===== src/rtl/slot_pick_alloc_if.sv =====
// Request/grant/release bundle for the slot_pick_alloc free-slot allocator.
// The master side is the session/buffer-descriptor manager and the slave side is the allocator.
// Parameters must match the ones given to the slot_pick_alloc instance.
interface slot_pick_alloc_if #(
    parameter int NSLOT = 16,
    parameter int NPICK = 8,
    parameter int IDXW  = $clog2(NSLOT),
    parameter int CNTW  = $clog2(NPICK + 1),
    parameter int FCW   = $clog2(NSLOT + 1)
);
    logic                  req_valid;
    logic [CNTW-1:0]       req_num;
    logic                  req_ready;
    logic                  grant_valid;
    logic [NPICK*IDXW-1:0] grant_idx;
    logic [CNTW-1:0]       grant_cnt;
    logic                  grant_ready;
    logic                  rel_valid;
    logic [NSLOT-1:0]      rel_mask;
    logic [NSLOT-1:0]      occ_map;
    logic [FCW-1:0]        free_cnt;
    logic                  rel_err;

    modport master (
        output req_valid, req_num, grant_ready, rel_valid, rel_mask,
        input  req_ready, grant_valid, grant_idx, grant_cnt, occ_map, free_cnt, rel_err
    );

    modport slave (
        input  req_valid, req_num, grant_ready, rel_valid, rel_mask,
        output req_ready, grant_valid, grant_idx, grant_cnt, occ_map, free_cnt, rel_err
    );
endinterface


===== src/rtl/slot_pick_alloc.sv =====
// slot_pick_alloc: stateful free-slot allocator.
// Keeps an NSLOT-bit occupancy map and grants up to NPICK free slot indices per request,
// lowest index first, through a single registered grant stage. Slots come back via rel_mask.
// Optional feature macro: SLOT_PICK_ATOMIC_EN (all-or-nothing allocation; a request stalls
// until the registered free count covers the clamped request size).
module slot_pick_alloc #(
    parameter int NSLOT = 16,
    parameter int NPICK = 8
) (
    input  logic             axis_aclk,
    input  logic             axis_rstn,
    slot_pick_alloc_if.slave bus
);
    localparam int IDXW = $clog2(NSLOT);
    localparam int CNTW = $clog2(NPICK + 1);
    localparam int FCW  = $clog2(NSLOT + 1);

    logic [NSLOT-1:0]      occ_q;
    logic [FCW-1:0]        free_q;
    logic                  gnt_valid_q;
    logic [NPICK*IDXW-1:0] gnt_idx_q;
    logic [CNTW-1:0]       gnt_cnt_q;
    logic                  rel_err_q;

    logic                  out_free;
    logic                  ready;
    logic                  accept;
    logic [CNTW-1:0]       req_clamp;
    logic [CNTW-1:0]       pick_n;
    logic [NPICK*IDXW-1:0] pick_idx;
    logic [NSLOT-1:0]      pick_mask;
    logic [NSLOT-1:0]      rel_eff;
    logic [NSLOT-1:0]      occ_next;
    logic [FCW-1:0]        free_next;
    logic                  rel_hit_free;

    // The grant buffer can take a new entry when empty or being drained this cycle.
    assign out_free = !gnt_valid_q || bus.grant_ready;

`ifdef SLOT_PICK_ATOMIC_EN
    // All-or-nothing: hold off the requester until enough slots are free.
    assign ready = out_free && (int'(free_q) >= int'(req_clamp));
`else
    assign ready = out_free;
`endif

    assign accept = bus.req_valid && ready;

    // Clamp the request to NPICK and then to the slots actually available.
    always_comb begin
        req_clamp = bus.req_num;
        if (int'(bus.req_num) > NPICK) begin
            req_clamp = CNTW'(NPICK);
        end
        pick_n = req_clamp;
        if (int'(free_q) < int'(req_clamp)) begin
            pick_n = CNTW'(free_q);
        end
    end

    // NPICK-stage lowest-set-bit peel over the free map; each stage removes the bit it found.
    always_comb begin
        logic [NSLOT-1:0] m;
        logic [IDXW-1:0]  low;
        m         = ~occ_q;
        low       = '0;
        pick_idx  = '0;
        pick_mask = '0;
        for (int k = 0; k < NPICK; k++) begin
            low = '0;
            for (int i = NSLOT - 1; i >= 0; i--) begin
                if (m[i]) begin
                    low = IDXW'(i);
                end
            end
            if ((k < int'(pick_n)) && (m != '0)) begin
                pick_idx[k*IDXW +: IDXW] = low;
                pick_mask[low]           = 1'b1;
            end
            m = m & (m - NSLOT'(1));
        end
    end

    // Next occupancy: releases clear, fresh allocations set and win on overlap.
    always_comb begin
        rel_eff      = bus.rel_valid ? bus.rel_mask : '0;
        occ_next     = (occ_q & ~rel_eff) | (accept ? pick_mask : '0);
        rel_hit_free = |(rel_eff & ~occ_q);
        free_next    = '0;
        for (int i = 0; i < NSLOT; i++) begin
            if (!occ_next[i]) begin
                free_next = free_next + FCW'(1);
            end
        end
    end

    // Occupancy map, its free count and the sticky bad-release flag.
    always_ff @(posedge axis_aclk or negedge axis_rstn) begin
        if (!axis_rstn) begin
            occ_q     <= '0;
            free_q    <= FCW'(NSLOT);
            rel_err_q <= 1'b0;
        end else begin
            occ_q  <= occ_next;
            free_q <= free_next;
            if (rel_hit_free) begin
                rel_err_q <= 1'b1;
            end
        end
    end

    // Grant output buffer: load on accept, otherwise drop once the consumer takes it.
    always_ff @(posedge axis_aclk or negedge axis_rstn) begin
        if (!axis_rstn) begin
            gnt_valid_q <= 1'b0;
            gnt_idx_q   <= '0;
            gnt_cnt_q   <= '0;
        end else if (accept) begin
            gnt_valid_q <= 1'b1;
            gnt_idx_q   <= pick_idx;
            gnt_cnt_q   <= pick_n;
        end else if (bus.grant_ready) begin
            gnt_valid_q <= 1'b0;
        end
    end

    assign bus.req_ready   = ready;
    assign bus.grant_valid = gnt_valid_q;
    assign bus.grant_idx   = gnt_idx_q;
    assign bus.grant_cnt   = gnt_cnt_q;
    assign bus.occ_map     = occ_q;
    assign bus.free_cnt    = free_q;
    assign bus.rel_err     = rel_err_q;
endmodule


===== src/flat_wrapper.sv =====
// flat-port wrapper written by rule: the top's interface ports become plain ports
module slot_pick_alloc_flat 
#(
    parameter int NSLOT = 16,
    parameter int NPICK = 8
)
  (axis_aclk, axis_rstn, bus_req_valid, bus_req_num, bus_grant_ready, bus_rel_valid, bus_rel_mask, bus_req_ready, bus_grant_valid, bus_grant_idx, bus_grant_cnt, bus_occ_map, bus_free_cnt, bus_rel_err);
  slot_pick_alloc_if #(.NSLOT(NSLOT), .NPICK(NPICK)) bus_i ();
  input  logic axis_aclk;
  input  logic axis_rstn;
  input wire logic [$bits(bus_i.req_valid)-1:0] bus_req_valid;
  input wire logic [$bits(bus_i.req_num)-1:0] bus_req_num;
  input wire logic [$bits(bus_i.grant_ready)-1:0] bus_grant_ready;
  input wire logic [$bits(bus_i.rel_valid)-1:0] bus_rel_valid;
  input wire logic [$bits(bus_i.rel_mask)-1:0] bus_rel_mask;
  output wire logic [$bits(bus_i.req_ready)-1:0] bus_req_ready;
  output wire logic [$bits(bus_i.grant_valid)-1:0] bus_grant_valid;
  output wire logic [$bits(bus_i.grant_idx)-1:0] bus_grant_idx;
  output wire logic [$bits(bus_i.grant_cnt)-1:0] bus_grant_cnt;
  output wire logic [$bits(bus_i.occ_map)-1:0] bus_occ_map;
  output wire logic [$bits(bus_i.free_cnt)-1:0] bus_free_cnt;
  output wire logic [$bits(bus_i.rel_err)-1:0] bus_rel_err;
  assign bus_i.req_valid = bus_req_valid;
  assign bus_i.req_num = bus_req_num;
  assign bus_i.grant_ready = bus_grant_ready;
  assign bus_i.rel_valid = bus_rel_valid;
  assign bus_i.rel_mask = bus_rel_mask;
  assign bus_req_ready = bus_i.req_ready;
  assign bus_grant_valid = bus_i.grant_valid;
  assign bus_grant_idx = bus_i.grant_idx;
  assign bus_grant_cnt = bus_i.grant_cnt;
  assign bus_occ_map = bus_i.occ_map;
  assign bus_free_cnt = bus_i.free_cnt;
  assign bus_rel_err = bus_i.rel_err;
  slot_pick_alloc #(.NSLOT(NSLOT), .NPICK(NPICK)) u_core (.axis_aclk(axis_aclk), .axis_rstn(axis_rstn), .bus(bus_i));
endmodule

===== config.mk =====
export PLATFORM = sky130hd
export DESIGN_NAME = slot_pick_alloc_flat
export DESIGN_NICKNAME = d
export VERILOG_FILES = /design/src/rtl/slot_pick_alloc_if.sv /design/src/rtl/slot_pick_alloc.sv /design/src/flat_wrapper.sv
export SDC_FILE = /design/constraint.sdc
export NUM_CORES = 1
export LEC_CHECK = 0
export ABC_AREA = 1
export CORE_MARGIN = 2
export CORE_UTILIZATION = 50
export CTS_CLUSTER_DIAMETER = 40
export CTS_CLUSTER_SIZE = 40
export DETAILED_ROUTE_END_ITERATION = 7
export PLACE_DENSITY = 0.72
export SYNTH_ARGS = -nofsm -noshare
export SYNTH_HDL_FRONTEND = slang
export SYNTH_SLANG_ARGS = --single-unit

===== constraint.sdc =====
create_clock -name axis_aclk -period 18.76 [get_ports axis_aclk]
set_input_delay 2.814 -clock axis_aclk [delete_from_list [all_inputs] [get_ports axis_aclk]]
set_output_delay 2.814 -clock axis_aclk [all_outputs]
set_load 0.02 [all_outputs]

==> summary by stage <==
Clock tree
The hold-fix buffer count after cts is 0. The tree built by TritonCTS fans out to 59 sinks. The number of instances resized during post-cts repair is 0. The CTS H-tree depth is 3. The latest clock arrival within the worst-skew pair is 0.35 ns. The root cell of the clock tree is sky130_fd_sc_hd__clkbuf_16. The clock passes through at most 2 buffers.

The TritonCTS clock tree is built. The CTS buffer count is 9. In this run the post-CTS setup repair buffer count came out at 0.

The clock-pin transition on the worst setup and hold timing paths is 0.06 ns.

Logic synthesis
The average cell area after synthesis is 5.58 um2. The synthesized netlist contains 57 unique library cells. The mapped netlist covers 0.00772 mm2.

The synthesized netlist net count is 1,426. Counting every instance in the synthesized netlist gives 1,384. The synthesized flop and latch total is 59. Summing the sequential cell areas from Yosys gives 19.2% of the chip area. The Yosys step of the flow raised 0 warnings.

STA
The clock period minus final worst setup slack is 11.95 ns. For the pin with the worst max-slew slack, the measured transition is 0.833 ns. The count of final max-slew check failures is 0. In this run the tightest slew margin relative to its limit is 44.5%. The worst slack on hold paths is 0.477 ns. After routing, the total negative slack on setup checks comes to 0 ns. The number of endpoints failing setup at the final stage is 0. Setup repair after global routing left no endpoint under its margin. The final critical-path share of the clock period is 63.7%. Between clock sinks in the finished design, the worst skew comes to 0.00834 ns. The final-report hold violation count is 0.

For this run, the top clock speed supported by timing is 83.7 MHz.

Place
The total placed instance area is 0.00876 mm2. The placer's final routability congestion estimate is 0.965. The detailed-placement wirelength estimate is 19,700 um. Port buffering added 84 buffers.

Critical path
The largest driver fanout on the critical path is 7. Across all register-to-register paths, the minimum setup slack is 9.49 ns. For the worst setup path, the data arrival time is 12.24 ns. The highest-delay cell along the critical path is sky130_fd_sc_hd__o21ai_0. The type of origin of the critical path is a primary input. The nature of the critical path endpoint is a flip-flop. In this design, the stage delay of the slowest critical-path cell is 0.60 ns.

The type of the worst setup path is in -> reg. The data required time at the worst endpoint is 19.05 ns. The most common cell type on the critical path is sky130_fd_sc_hd__nand2_1.

Layout
The layout has 1,600 filler cells. After the last flow step, the layout net total stands at 1,513. The cell area after layout is 0.00906 mm2.

In the final layout, the share of cells above drive strength 1 is 13.6%. The signed area change from the synthesized netlist to the final layout is 17.5%.

GRT
The leftover overflow at the end of global routing is 0. The overall routing resource usage is 29.6%. The first global-routing pass estimated 38,600 um of wire.

The largest net degree at the start of global routing is 60. The number of global-route vias before repair came to 8,160. The initial antenna violation count came to 1.

Route
The routed wire length is 23,900 um. The first detailed-routing pass ran for 5 iterations. The final routed DRC violation total is 0.

In the final routed layout, each cell accounts on average for 14.4 um. The count of vias placed by the detailed router is 8,706. Routed signal wires occupy layers up through met4. The routed length on met2 is 11,600 um. The routed length on met3 is 996 um.

The first routing iteration left 507 violations. In the routed layout, each cell is associated on average with a via count of 5.23. For this block, wires on met1 add up to 10,400 um. In this run the remaining antenna-violating nets after routing total 0.

Run status
The run finished with clean final reports.

Die
The I/O pin count is 85. The floorplan core area is 0.0151 mm2. The die outline area is 0.0164 mm2. In this run the horizontal extent of the chip is 128 um. From bottom edge to top edge, the die measures 128 um. The initial utilization of the core area, before any placement, comes to 50.9%.

The cell row count is 45.

Min path
The worst hold path belongs to the class reg -> reg.

Job
The count of max-cap constraint violations is 0.
-- cells in the mapped netlist, drive strengths merged --
master / instances / area, um2
and2: 1 / 6.26
o22ai: 8 / 50.1
buf: 4 / 25.0
o21a: 1 / 7.51
nand2: 534 / 2210
clkbuf: 7 / 26.3
a21o: 1 / 7.51
dfstp: 1 / 26.3
o21ai: 68 / 378
o41ai: 1 / 8.76
a311oi: 2 / 17.5
o221ai: 1 / 8.76
nor2: 177 / 770
or2: 4 / 25.0
clkinv: 4 / 16.3
nand3: 123 / 708
o2111ai: 6 / 52.6
ha: 17 / 213
nor4: 1 / 6.26
o21bai: 9 / 86.3
o211ai: 4 / 40.0
o211a: 1 / 10.0
a221oi: 1 / 8.76
o31ai: 4 / 30.0
a31oi: 4 / 25.0
a22oi: 2 / 20.0
inv: 248 / 931
xor2: 1 / 8.76
dfrtp: 58 / 1450
nand3b: 8 / 60.1
nand4: 17 / 113
nor3: 21 / 110
a211oi: 1 / 7.51
a2111oi: 3 / 26.3
a21oi: 41 / 228
-- metal layers --
metal	up-vias	GRT usage [%]
li1	4534	-
met1	3882	36.2
met2	233	52.0
met3	57	3.55
met4	0	13.4
met5	-	0
-- path summary, 6_finish.rpt --
check	from	endpoint	depth (start not counted)
min in group asynchronous	axis_rstn	u_core.bus.grant_idx[12]$_DFFE_PN0P_	2
worst min register to register	u_core.bus.grant_idx[23]$_DFFE_PN0P_	u_core.bus.grant_idx[23]$_DFFE_PN0P_	2
worst min-delay path	u_core.bus.grant_idx[23]$_DFFE_PN0P_	u_core.bus.grant_idx[23]$_DFFE_PN0P_	2
max in group asynchronous	axis_rstn	u_core.bus.free_cnt[3]$_DFF_PN0_	2
worst max-delay path	bus_req_num[3]	u_core.bus.free_cnt[4]$_DFF_PN1_	65
worst max register to register	u_core.bus.occ_map[2]$_DFF_PN0_	u_core.bus.free_cnt[4]$_DFF_PN1_	62
-- final cells by class --
class	instances	area (um2)	area share (%)
inverter	252	947	10.5
multi-input combinational	1062	5240	57.8
timing repair buffer	87	858	9.47
clock buffer	9	225	2.48
antenna	1	2.50	0.0276
tap	188	235	2.60
clock inverter	7	77.6	0.856
sequential	59	1480	16.3
-- state kept, by name (all words and copies together), names as in the netlist --
name / count
u_core.bus.grant_idx: 32
u_core.bus.occ_map: 16
u_core.bus.free_cnt: 5
u_core.bus.grant_cnt: 4
u_core.bus.grant_valid: 1
u_core.bus.rel_err: 1
-- cells by family after synthesis --
family                   share of synthesized area [%]
AND/OR/NAND/NOR                                   51.9
buffers and inverters                             12.9
AO/OA/AOI/OAI                                     13.1
flip-flops                                        19.2
adder cells (fa/ha/maj)                           2.76
XOR/XNOR                                         0.114
-- through the flow --
step	worst slack (ns)	util, %	std cells
floorplan	8.04	-	1384
global placement	6.79	57.8	1648
detailed placement	6.52	57.8	1648
CTS	6.86	59.8	1664
global route	5.93	59.8	1664
finish	6.81	59.8	1665
-- worst max-delay path, delay by kind of cell --
| kind | cells | cell delay (ns) |
|---|---|---|
| adder cells (fa/ha/maj) | 12 | 3.31 |
| AND/OR/NAND/NOR | 35 | 3.59 |
| AO/OA/AOI/OAI | 9 | 1.43 |
| buffers and inverters | 9 | 1.05 |
-- layout by cell type (no fill, tap or decap), types with 3 or more instances in the layout --
cell	count
sky130_fd_sc_hd__inv_1	205
sky130_fd_sc_hd__buf_4	3
sky130_fd_sc_hd__clkbuf_16	9
sky130_fd_sc_hd__a2111oi_0	3
sky130_fd_sc_hd__o21bai_1	6
sky130_fd_sc_hd__nand4_1	16
sky130_fd_sc_hd__a31oi_1	4
sky130_fd_sc_hd__o21ai_0	50
sky130_fd_sc_hd__clkinv_4	3
sky130_fd_sc_hd__o21ai_1	8
sky130_fd_sc_hd__o22ai_1	8
sky130_fd_sc_hd__a21oi_1	37
sky130_fd_sc_hd__ha_1	17
sky130_fd_sc_hd__clkdlybuf4s50_1	83
sky130_fd_sc_hd__o2111ai_1	6
sky130_fd_sc_hd__nor2_1	149
sky130_fd_sc_hd__nand2_2	60
sky130_fd_sc_hd__a21oi_2	3
sky130_fd_sc_hd__nor2_4	7
sky130_fd_sc_hd__nand3b_1	8
sky130_fd_sc_hd__nor3_1	20
sky130_fd_sc_hd__inv_2	43
sky130_fd_sc_hd__nor2_2	21
sky130_fd_sc_hd__dfrtp_1	58
sky130_fd_sc_hd__o21ai_2	10
sky130_fd_sc_hd__nand2_4	5
sky130_fd_sc_hd__nand3_1	106
sky130_fd_sc_hd__o31ai_1	4
sky130_fd_sc_hd__nand3_2	16
sky130_fd_sc_hd__clkinv_1	3
sky130_fd_sc_hd__nand2_1	468
Power is left out: the tool's default activity adds up to more than one toggle a clock period on the data nets, which glitch-free logic cannot reach.
